**src/rtl/pkt_framer.sv**
```systemverilog
// rtl/pkt_framer.sv - transmit framer: all-ones header, payload words, sequence word, one frame in flight.
module pkt_framer #(
  parameter  int BUS_SIZE  = 60,
  parameter  int WORD_SIZE = 6,
  parameter  int CNT_W     = 16,
  localparam int WORD_NUM  = BUS_SIZE / WORD_SIZE,
  localparam int PAY_W     = (WORD_NUM - 2) * WORD_SIZE
) (
  input  logic                clk,
  input  logic                reset,
  input  logic [PAY_W-1:0]    in_payload,
  input  logic                in_valid,
  output logic                in_ready,
  input  logic                in_sof,
  input  logic                inj_hdr,
  input  logic                inj_seq,
  output logic [BUS_SIZE-1:0] out_data,
  output logic                out_valid,
  input  logic                out_ready,
  output logic [CNT_W-1:0]    tx_frames
);

  typedef enum logic [2:0] {
    ST_RST   = 3'b001,
    ST_FIRST = 3'b010,
    ST_RUN   = 3'b100
  } state_t;

  state_t               state, state_nxt;
  logic [WORD_SIZE-1:0] seq_cnt, seq_cnt_nxt;
  logic [WORD_SIZE-1:0] seq_used, seq_field, hdr;
  logic                 accept, out_fire;

  always_comb begin
    state_nxt   = state;
    seq_cnt_nxt = seq_cnt;
    in_ready    = (state != ST_RST) && (!out_valid || out_ready);
    accept      = in_valid && in_ready;
    out_fire    = out_valid && out_ready;
    seq_used    = (state == ST_FIRST || in_sof) ? '0 : seq_cnt;
    seq_field   = inj_seq ? seq_used + WORD_SIZE'(1) : seq_used;
    hdr         = inj_hdr ? '0 : '1;
    case (state)
      ST_RST: state_nxt = ST_FIRST;
      default: begin
        if (accept) begin
          // Any corrupted frame forces a restart at seq 0, the receiver's resync point.
          if (inj_hdr || inj_seq) begin
            state_nxt = ST_FIRST;
          end else begin
            state_nxt   = ST_RUN;
            seq_cnt_nxt = seq_used + WORD_SIZE'(1);
          end
        end
      end
    endcase
  end

  always_ff @(posedge clk) begin
    if (!reset) begin
      state     <= ST_RST;
      seq_cnt   <= '0;
      out_valid <= 1'b0;
      out_data  <= '0;
      tx_frames <= '0;
    end else begin
      state   <= state_nxt;
      seq_cnt <= seq_cnt_nxt;
      if (accept) begin
        out_data  <= {hdr, in_payload, seq_field};
        out_valid <= 1'b1;
      end else if (out_fire) begin
        out_valid <= 1'b0;
      end
      if (out_fire) tx_frames <= tx_frames + CNT_W'(1);
    end
  end

endmodule
```
**config.mk**
```make
export PLATFORM = sky130hd
export DESIGN_NAME = pkt_framer
export DESIGN_NICKNAME = d
export VERILOG_FILES = /design/src/rtl/pkt_framer.sv
export SDC_FILE = /design/constraint.sdc
export NUM_CORES = 1
export LEC_CHECK = 0
export ABC_AREA = 1
export BUFFER_PORTS_ARGS = -buffer_cell sky130_fd_sc_hd__buf_4
export CAP_MARGIN = 20
export CORE_AREA = 2 2 59 116
export CTS_BUF_LIST = sky130_fd_sc_hd__clkbuf_2
export DETAILED_ROUTE_END_ITERATION = 16
export DIE_AREA = 0 0 61 118
export PLACE_DENSITY = 0.85
export SLEW_MARGIN = 20
export SYNTH_ARGS = -nofsm -noshare
export SYNTH_HDL_FRONTEND = slang
export SYNTH_SLANG_ARGS = --single-unit
```
**constraint.sdc**
```tcl
create_clock -name clk -period 3.3 [get_ports clk]
set_input_delay 0.66 -clock clk [delete_from_list [all_inputs] [get_ports clk]]
set_output_delay 0.66 -clock clk [all_outputs]
set_load 0.02 [all_outputs]
```
After elaboration in Yosys (flattened, before gate mapping)
Index checks and enable logic that the tools add are counted.
{ "classes": {"muxes": 8, "eq_ne": 3, "add_sub_neg": 2, "n_reduce_logical": 11, "bitwise": 3} }
{ "ops": {"columns": ["op", "n"], "rows": [
  ["$mux W6", 3],
  ["$add A16 B1 Y16 const B", 1],
  ["$add A6 B1 Y6 const B", 1],
  ["$mux W2", 2],
  ["$reduce_bool A2 Y1", 2],
  ["$eq A3 B1 Y1 const B", 1],
  ["$eq A3 B2 Y1 const B", 1],
  ["$logic_and A1 B1 Y1", 3],
  ["$logic_or A1 B1 Y1", 3],
  ["$mux W3", 1],
  ["$ne A3 B1 Y1 const B", 1],
  ["$not A1 Y1", 3],
  ["$reduce_and A3 Y1", 1],
  ["$mux W1", 2],
  ["$reduce_or A2 Y1", 1],
  ["$logic_not A1 Y1", 1]
]} }
{ "word_totals": {"wordCells": 33, "out_inout_bits": 78, "regBits": 86, "input_bits": 55} }

Depth between registers and ports, before layout
Gate-level depths: netlist of run 1.
{ "depth": {"word_depth": 6, "depth_mapped": 14, "mapped_depth_nobuf": 14} }

Worst setup path after synthesis of run 1
OpenSTA, ideal clock, no wires.
{ "synth_path": {"kind": "input-to-reg", "from": "input port in_sof", "to": "register out_data[4]", "required_ns": 3.230, "path_slack_ns": 1.614, "cell_stages": 10, "arrival_time_ns": 1.616, "path_cell_list": "inv_1 nand2_1 inv_1 nand2_1 inv_1 ha_1 nand2_1 o21ai_0 nand3_1 a21oi_1"} }
{ "synth_via": {"elab_chain_cells": 4} }
{ "synth_rtl": {"columns": ["element", "line_no", "text"], "rows": [
  ["start, declared", "14", "input logic in_sof,"],
  ["$logic_or A1 B1 Y1 (*)", "40", "seq_used = (state == ST_FIRST || in_sof) ? '0 : seq_cnt;"],
  ["$mux W6 (*)", "40", null],
  ["$add A6 B1 Y6", "41", "seq_field = inj_seq ? seq_used + WORD_SIZE'(1) : seq_used;"],
  ["$mux W6 (*)", "41", null],
  ["end signal, assigned", "70", "out_data <= {hdr, in_payload, seq_field};"],
  ["end, declared", "17", "output logic [BUS_SIZE-1:0] out_data,"]
]} }
Mark *: on every way between the ends. The rest lies on a longest branch, timed or not.
A chain may end at the register's enable or synchronous reset.

Worst setup path in the final report of run 1
{ "layout_path": {"from": "register state[1]", "to": "output port in_ready"} }
{ "layout_via": {"elab_chain_cells": 2} }
{ "layout_rtl": {"columns": ["element", "line_no", "text"], "rows": [
  ["start, declared", "29", "state_t state, state_nxt;"],
  ["start signal, assigned", "67", "state <= state_nxt;"],
  ["$ne A3 B1 Y1", "37", "in_ready = (state != ST_RST) && (!out_valid || out_ready);"],
  ["$logic_and A1 B1 Y1", "37", null],
  ["end, declared", "13", "output logic in_ready,"]
]} }
Every way passes these cells.

==> results of run 1 <==
-- synthesized netlist by cell type --
cell type,instances
a31oi_1,1
o21ai_0,20
o211ai_1,1
a31o_2,1
nor2_4,3
buf_2,11
inv_4,1
nand4_1,2
nand3_2,1
nand2_4,1
nand3_1,11
o21ba_2,1
dfxtp_1,81
nor3b_1,1
buf_4,7
o21a_1,2
clkbuf_1,7
nand3_4,1
and3_1,1
nor3_1,3
a21o_1,1
and2_1,2
inv_2,2
xor2_1,3
ha_1,2
nor2_2,1
o31ai_1,1
nand2_1,140
a21oi_1,70
inv_1,32
o21ai_1,1
nor2_1,21
nand2_2,2
-- registers in the layout, indices dropped and copies added (netlist names) --
signal / flops
tx_frames: 16
out_valid: 1
state: 3
out_data: 55
seq_cnt: 6
-- worst min-delay path by stage --
stage,cells past startpoint,slack (ps),to,from
floorplan,2,440,seq_cnt[1],seq_cnt[1]
global placement,2,450,out_data[46],out_data[46]
detailed placement,2,460,out_data[12],out_data[12]
CTS,3,320,out_data[17],in_payload[11]
global route,3,310,out_data[46],in_payload[40]
finish,3,380,out_data[14],in_payload[8]
-- worst register-to-register path, cell delays in order, from the launching register on --
cell and delay [ps]:
dfxtp_1 380, nor2_1 70, nand2_1 120, nand3_2 120, inv_4 450, nand3_4 220, inv_2 160, nand2_1 70
o211ai_1 70, inv_1 50
-- per-stage QoR --
stage / cell area [µm²] / util / hold WS [ps] / total power, mW / cells
3_3_place_gp: 4240 / 0.672 / 452 / 1.49 / 630
5_1_grt: 4310 / 0.683 / 312 / 1.98 / 644
4_1_cts: 4310 / 0.683 / 324 / 1.89 / 644
3_5_place_dp: 4240 / 0.672 / 458 / 1.50 / 630
2_1_floorplan: 3260 / - / 444 / 1.33 / 435
6_report: 4310 / 0.683 / 380 / 1.87 / 644
-- where the power goes --
part	total [mW]	leakage (nW)	switching (mW)	internal, mW
combinational	0.397	1.28	0.231	0.166
clock	0.398	0.0530	0.301	0.0965
sequential	1.08	0.662	0.0351	1.04
-- cell usage in the layout, fill, tap and decap left out, drive strengths merged --
cell type / instances
dfxtp: 81
nor3b: 1
a21oi: 70
nand3: 13
nand4: 2
o21ai: 21
o211ai: 1
ha: 2
clkinv: 2
and2: 2
o21a: 2
nor3: 3
a31o: 1
clkbuf: 12
a21o: 1
buf: 134
nand2: 143
inv: 35
nor2: 25
o31ai: 1
o21ba: 1
xor2: 3
a31oi: 1
and3: 1
-- routing by layer --
metal  share of wire  up-vias  track usage
met4           0.019        0       0.0978
met2            0.55      102        0.434
met5               0        -            0
met1            0.36     1474        0.239
met3           0.065       14       0.0780
li1                -     1627            -
-- final cells by class --
| cell class | instances | share of cell area |
|---|---|---|
| Clock buffer | 12 | 0.0139 |
| Clock inverter | 2 | 0.00174 |
| Inverter | 35 | 0.0311 |
| Multi-Input combinational cell | 294 | 0.319 |
| Sequential cell | 81 | 0.376 |
| Tap cell | 86 | 0.0250 |
| Timing Repair Buffer | 134 | 0.233 |
-- cell families (layout without fill, tap and decap cells) --
kind of cell,count (synthesis),count (layout),synth area share
simple gates,190,190,0.247
xor+xnor,3,3,0.00805
flops,81,81,0.497
fa+ha+maj,2,2,0.00767
compound gates,99,99,0.159
buf+inv,60,183,0.0821
==> qor.yml, run 1 <==
r2r_slack_ps: 1530
tightest_slew_ps: 594
p_leak_nw: 2.00
hp-class: "in2reg"
cpMaxStageDelayCell: "dfxtp_1"
worstReg2RegStart: "state[1]"
antenna_left: 0
synth_area_leaders: "dfxtp_1 (50%), nand2_1 (16%), a21oi_1 (11%), inv_1 (3.7%), o21ai_0 (3.1%)"
grt_overflow: 0
grt_pass1_wl_um: 13300
die_h_um: 118
rows: 41
cp_top_family: "simple AND/OR/NAND/NOR gates"
syn_inst: 435
clk-insertion-delay-late_ps: 510
startpoint: "state[1]"
start_kind: "register"
drc_errors: 0
die_area_um2: 7200
cts_root_buf: "clkbuf_2"
fin_crit_sh: 0.635
seq_area_frac_synth: 0.497
crit_type: "reg2out"
post-route-min-period_ps: 2100
maxSlewViolCount: 0
grt_start_max_net_pins: 64
ctsResizeCount: 0
dp_slack_ps: 1140
reg2reg_depth: 9
io_buffer_count: 132
dr_total_vias: 3217
drtIter0Drc: 194
hpwl_um: 5950
gp_congestion: 0.849
core_um2: 6310
routedWlPerCell_um: 12.7
required_ps: 2640
fin_setup_tns_ps: 0
avgViaCountPerCell: 5.00
ys_warn_count: 0
postCtsHoldBufs: 0
drt-pass1-iter-count: 6
cts_setup_buffers: 0
worst_ep_arrival_time_ps: 1440
multi_input_area_um2: 1370
nFillCells: 568
setup.worst_path.end_class: "output port"
htreeDepth: 3
grt_pass1_vias: 3144
skew_ps: 17.9
fmaxAchievable_ghz: 0.477
clkTransAtPathRegs_ps: 190
drt_wl_total_um: 8160
grt_setup_unrepaired: "false"
cts_buffers: 9
status: "completed"
cts_buffer_depth: 2
power_density_nw_per_um2: 434
synth_top_area_cell: "dfxtp_1"
timing.final.ws_setup_ps: 1200
num_io_pins: 133
crit_buf_inv: 1
slowest_delay_ps: 360
synthesis.area_um2: 3260
maxCapViolCount: 0
ff_latch_area_um2: 1620
hold_viol_final: 0
r2r-end: "seq_cnt[3]"
cp_cell_sequence: "nor2_1, nand2_1, and2_1, buf_4"
synth.top_cell.area_share: 0.497
vdd_drop_max_uv: 344
synth_cell_types: 33
die_w_um: 61
syn_nets: 492
ys_ff_latch: 81
area_growth_pct: 32.1
avgSynthCellArea_um2: 7.50
grt_antenna_before_repair: 0
drive_above_1_share: 0.287
crit_cells: 4
maxSlewHeadroom: 0.604
cts_tree: "built"
grtUsageTotal: 0.241
cp_max_fo: 3
finalSetupViolCount: 0
crit_end: "in_ready"
fin_nets: 612
clock_sinks: 81
start_util: 0.517
antennaDiodeCount: 0
(Power assumes the default switching activity.)
==> inputs of run 2 (changes only) <==
CORE_AREA = 2 2 64 126   (was 2 2 59 116)
DIE_AREA = 0 0 66 128   (was 0 0 61 118)
PLACE_DENSITY = 0.76   (was 0.85)
clock period = 1.8 ns   (was 3.3 ns; I/O delays follow)
==> run 2 against run 1 <==
Critical path depth did not move; die area rose by 17%; final area rose by 6.2%; clock skew rose by 1.9 ps; utilization fell by 7.6 points; sequential cell count did not move; sequential power rose by 83%; worst hold slack got worse by 300 ps; combinational power rose by 99%; critical path type unchanged; highest routed layer unchanged.
==> qor.yml, run 2 (synthesis gave the netlist of run 1 again) <==
clkTransAtPathRegs_ps: 210  # was 190 ps
num_io_pins: 133  # unchanged
avgViaCountPerCell: 4.96  # was 5.00
rows: 45  # was 41
routedWlPerCell_um: 12.9  # was 12.7 µm
skew_ps: 19.8  # was 17.9 ps
status: "completed"  # unchanged
maxSlewHeadroom: 0.661  # was 0.604
clk-insertion-delay-late_ps: 500  # was 510 ps
final_common_cell: "buf_4"  # was nand2_1
largest-register: "out_data"  # unchanged
die_w_um: 66  # was 61 µm
grt_pass1_vias: 3271  # was 3,144
die_h_um: 128  # was 118 µm
cts_tree: "built"  # unchanged
fin_setup_tns_ps: 0  # unchanged
top_regs: "out_data: 55 flops, tx_frames: 16 flops, seq_cnt: 6 flops"  # unchanged
drt-pass1-iter-count: 4  # was 6
utilization: 0.607  # was 0.683
fin_cells: 668  # was 644
start_kind: "register"  # unchanged
crit_type: "reg2out"  # unchanged
drtIter0Drc: 118  # was 194
fmaxAchievable_ghz: 0.598
fin_nets: 626  # was 612
cp_max_fo: 3  # unchanged
die_area_um2: 8450  # was 7200 µm²
finalSetupViolCount: 0  # unchanged
grt_pass1_wl_um: 13900  # was 13,300 µm
grt_start_max_net_pins: 53  # was 64
required_ps: 1440  # was 2640 ps
start_util: 0.433  # was 0.517
comb_power_share: 0.200  # was 0.212
core_um2: 7540  # was 6310 µm²
grt_antenna_before_repair: 0  # unchanged
maxCapViolCount: 0  # unchanged
grtUsageTotal: 0.211  # was 0.241
cts_buffers: 9  # unchanged
drt_wl_total_um: 8590  # was 8160 µm
io_buffer_count: 132  # unchanged
largest_reg_flops: 55  # unchanged
antennaDiodeCount: 0  # unchanged
vdd_drop_max_uv: 618  # was 344 µV
grt_overflow: 0  # unchanged
clock_sinks: 81  # unchanged
setup.worst_path.end_class: "output port"  # unchanged
post-route-min-period_ps: 1670
hold_viol_final: 0  # unchanged
placedCellCount: 641  # was 630
p_switching_mw: 1.10  # was 0.567 mW
layout_common_cells: "buf_4 (139), nand2_1 (138), dfxtp_1 (77), a21oi_1 (70), inv_1 (32)"  # was nand2_1 (140), buf_4 (134), dfxtp_1 (81), a21oi_1 (70), inv_1 (32)
drive_above_1_share: 0.312  # was 0.287
htreeDepth: 3  # unchanged
worst_ep_arrival_time_ps: 1310  # was 1440 ps
hold_slack_ps: 79.8  # was 380 ps
dpl_cell_area_um2: 4290  # was 4240 µm²
seqPwrFrac: 0.501  # was 0.575
p_int_mw: 2.84  # was 1.30 mW
cts_buffer_depth: 2  # unchanged
fin_crit_sh: 0.929
cts_root_buf: "clkbuf_2"  # unchanged
p_leak_nw: 2.11  # was 2.00 nW
finish.instance_area_um2: 4580  # was 4310 µm²
switching_share: 0.279  # was 0.303
hp-class: "in2reg"  # unchanged
power_density_nw_per_um2: 861  # was 434 nW/µm²
antenna_left: 0  # unchanged
gp_congestion: 0.817  # was 0.849
hpwl_um: 6150  # was 5950 µm
p_clk_frac: 0.298  # was 0.213
dr_total_vias: 3314  # was 3,217
area_growth_pct: 40.3  # was 32.1%
maxSlewViolCount: 0  # unchanged
drc_errors: 0  # unchanged
nFillCells: 744  # was 568
tightest_slew_ps: 508  # was 594 ps
-- run 2: final timing paths --
| kind | slack [ps] | end | cells after the start | startpoint |
|---|---|---|---|---|
| hold reg to reg | 480 | out_data[45] | 2 | out_data[45] |
| setup / recovery | 130 | in_ready | 4 | state[2] |
| hold / removal | 80 | out_data[32] | 3 | in_payload[26] |
| setup reg to reg | 160 | seq_cnt[4] | 14 | state[1] |
-- run 2: power by group through the flow --
stage | registers [mW] | clock network [mW] | logic, mW
floorplan | 2.12 | 0 | 0.310
global placement | 2.01 | 0 | 0.736
detailed placement | 2.01 | 0 | 0.754
CTS | 1.97 | 1.23 | 0.765
global route | 1.99 | 1.30 | 0.863
finish | 1.98 | 1.18 | 0.790
-- run 2: what timing repair did --
| item | 4_1_cts | 5_1_grt |
|---|---|---|
| endpoints found under the setup margin | 1 | 3 |
| hold buffers | 0 | 7 |
| pin swaps | 1 | 1 |
| endpoints found under the hold margin | 0 | 7 |
| buffers inserted | 2 | 2 |
| gates resized for setup | 1 | 13 |
-- run 2: stage by stage --
| step | power (mW) | setup slack, ps |
|---|---|---|
| 2_1_floorplan | 2.43 | 287 |
| 3_3_place_gp | 2.74 | 213 |
| 3_5_place_dp | 2.76 | 78.5 |
| 4_1_cts | 3.97 | 12.1 |
| 5_1_grt | 4.16 | -2.08 |
| 6_report | 3.94 | 128 |
-- run 2: worst max-delay path, stage by stage, from the launching register on --
cell and delay, ps:
dfxtp_2 390, nor2_4 120, nand2_2 60, and2_4 130, buf_6 120
-- run 2: layer usage --
| layer | vias to the layer above | wire, µm | global-route usage |
|---|---|---|---|
| li1 | 1663 | - | - |
| met1 | 1530 | 2960 | 0.204 |
| met2 | 98 | 4990 | 0.393 |
| met3 | 23 | 404 | 0.0509 |
| met4 | 0 | 238 | 0.115 |
| met5 | - | 0 | 0 |
-- run 2: area by class of cell --
cell class / instances / area, µm² / share of cell area
Tap cell: 94 / 118 / 0.0257
Multi-Input combinational cell: 294 / 1400 / 0.306
Sequential cell: 81 / 1630 / 0.355
Clock buffer: 9 / 45.0 / 0.00984
Inverter: 35 / 134 / 0.0293
Clock inverter: 7 / 109 / 0.0238
Timing Repair Buffer: 148 / 1140 / 0.250
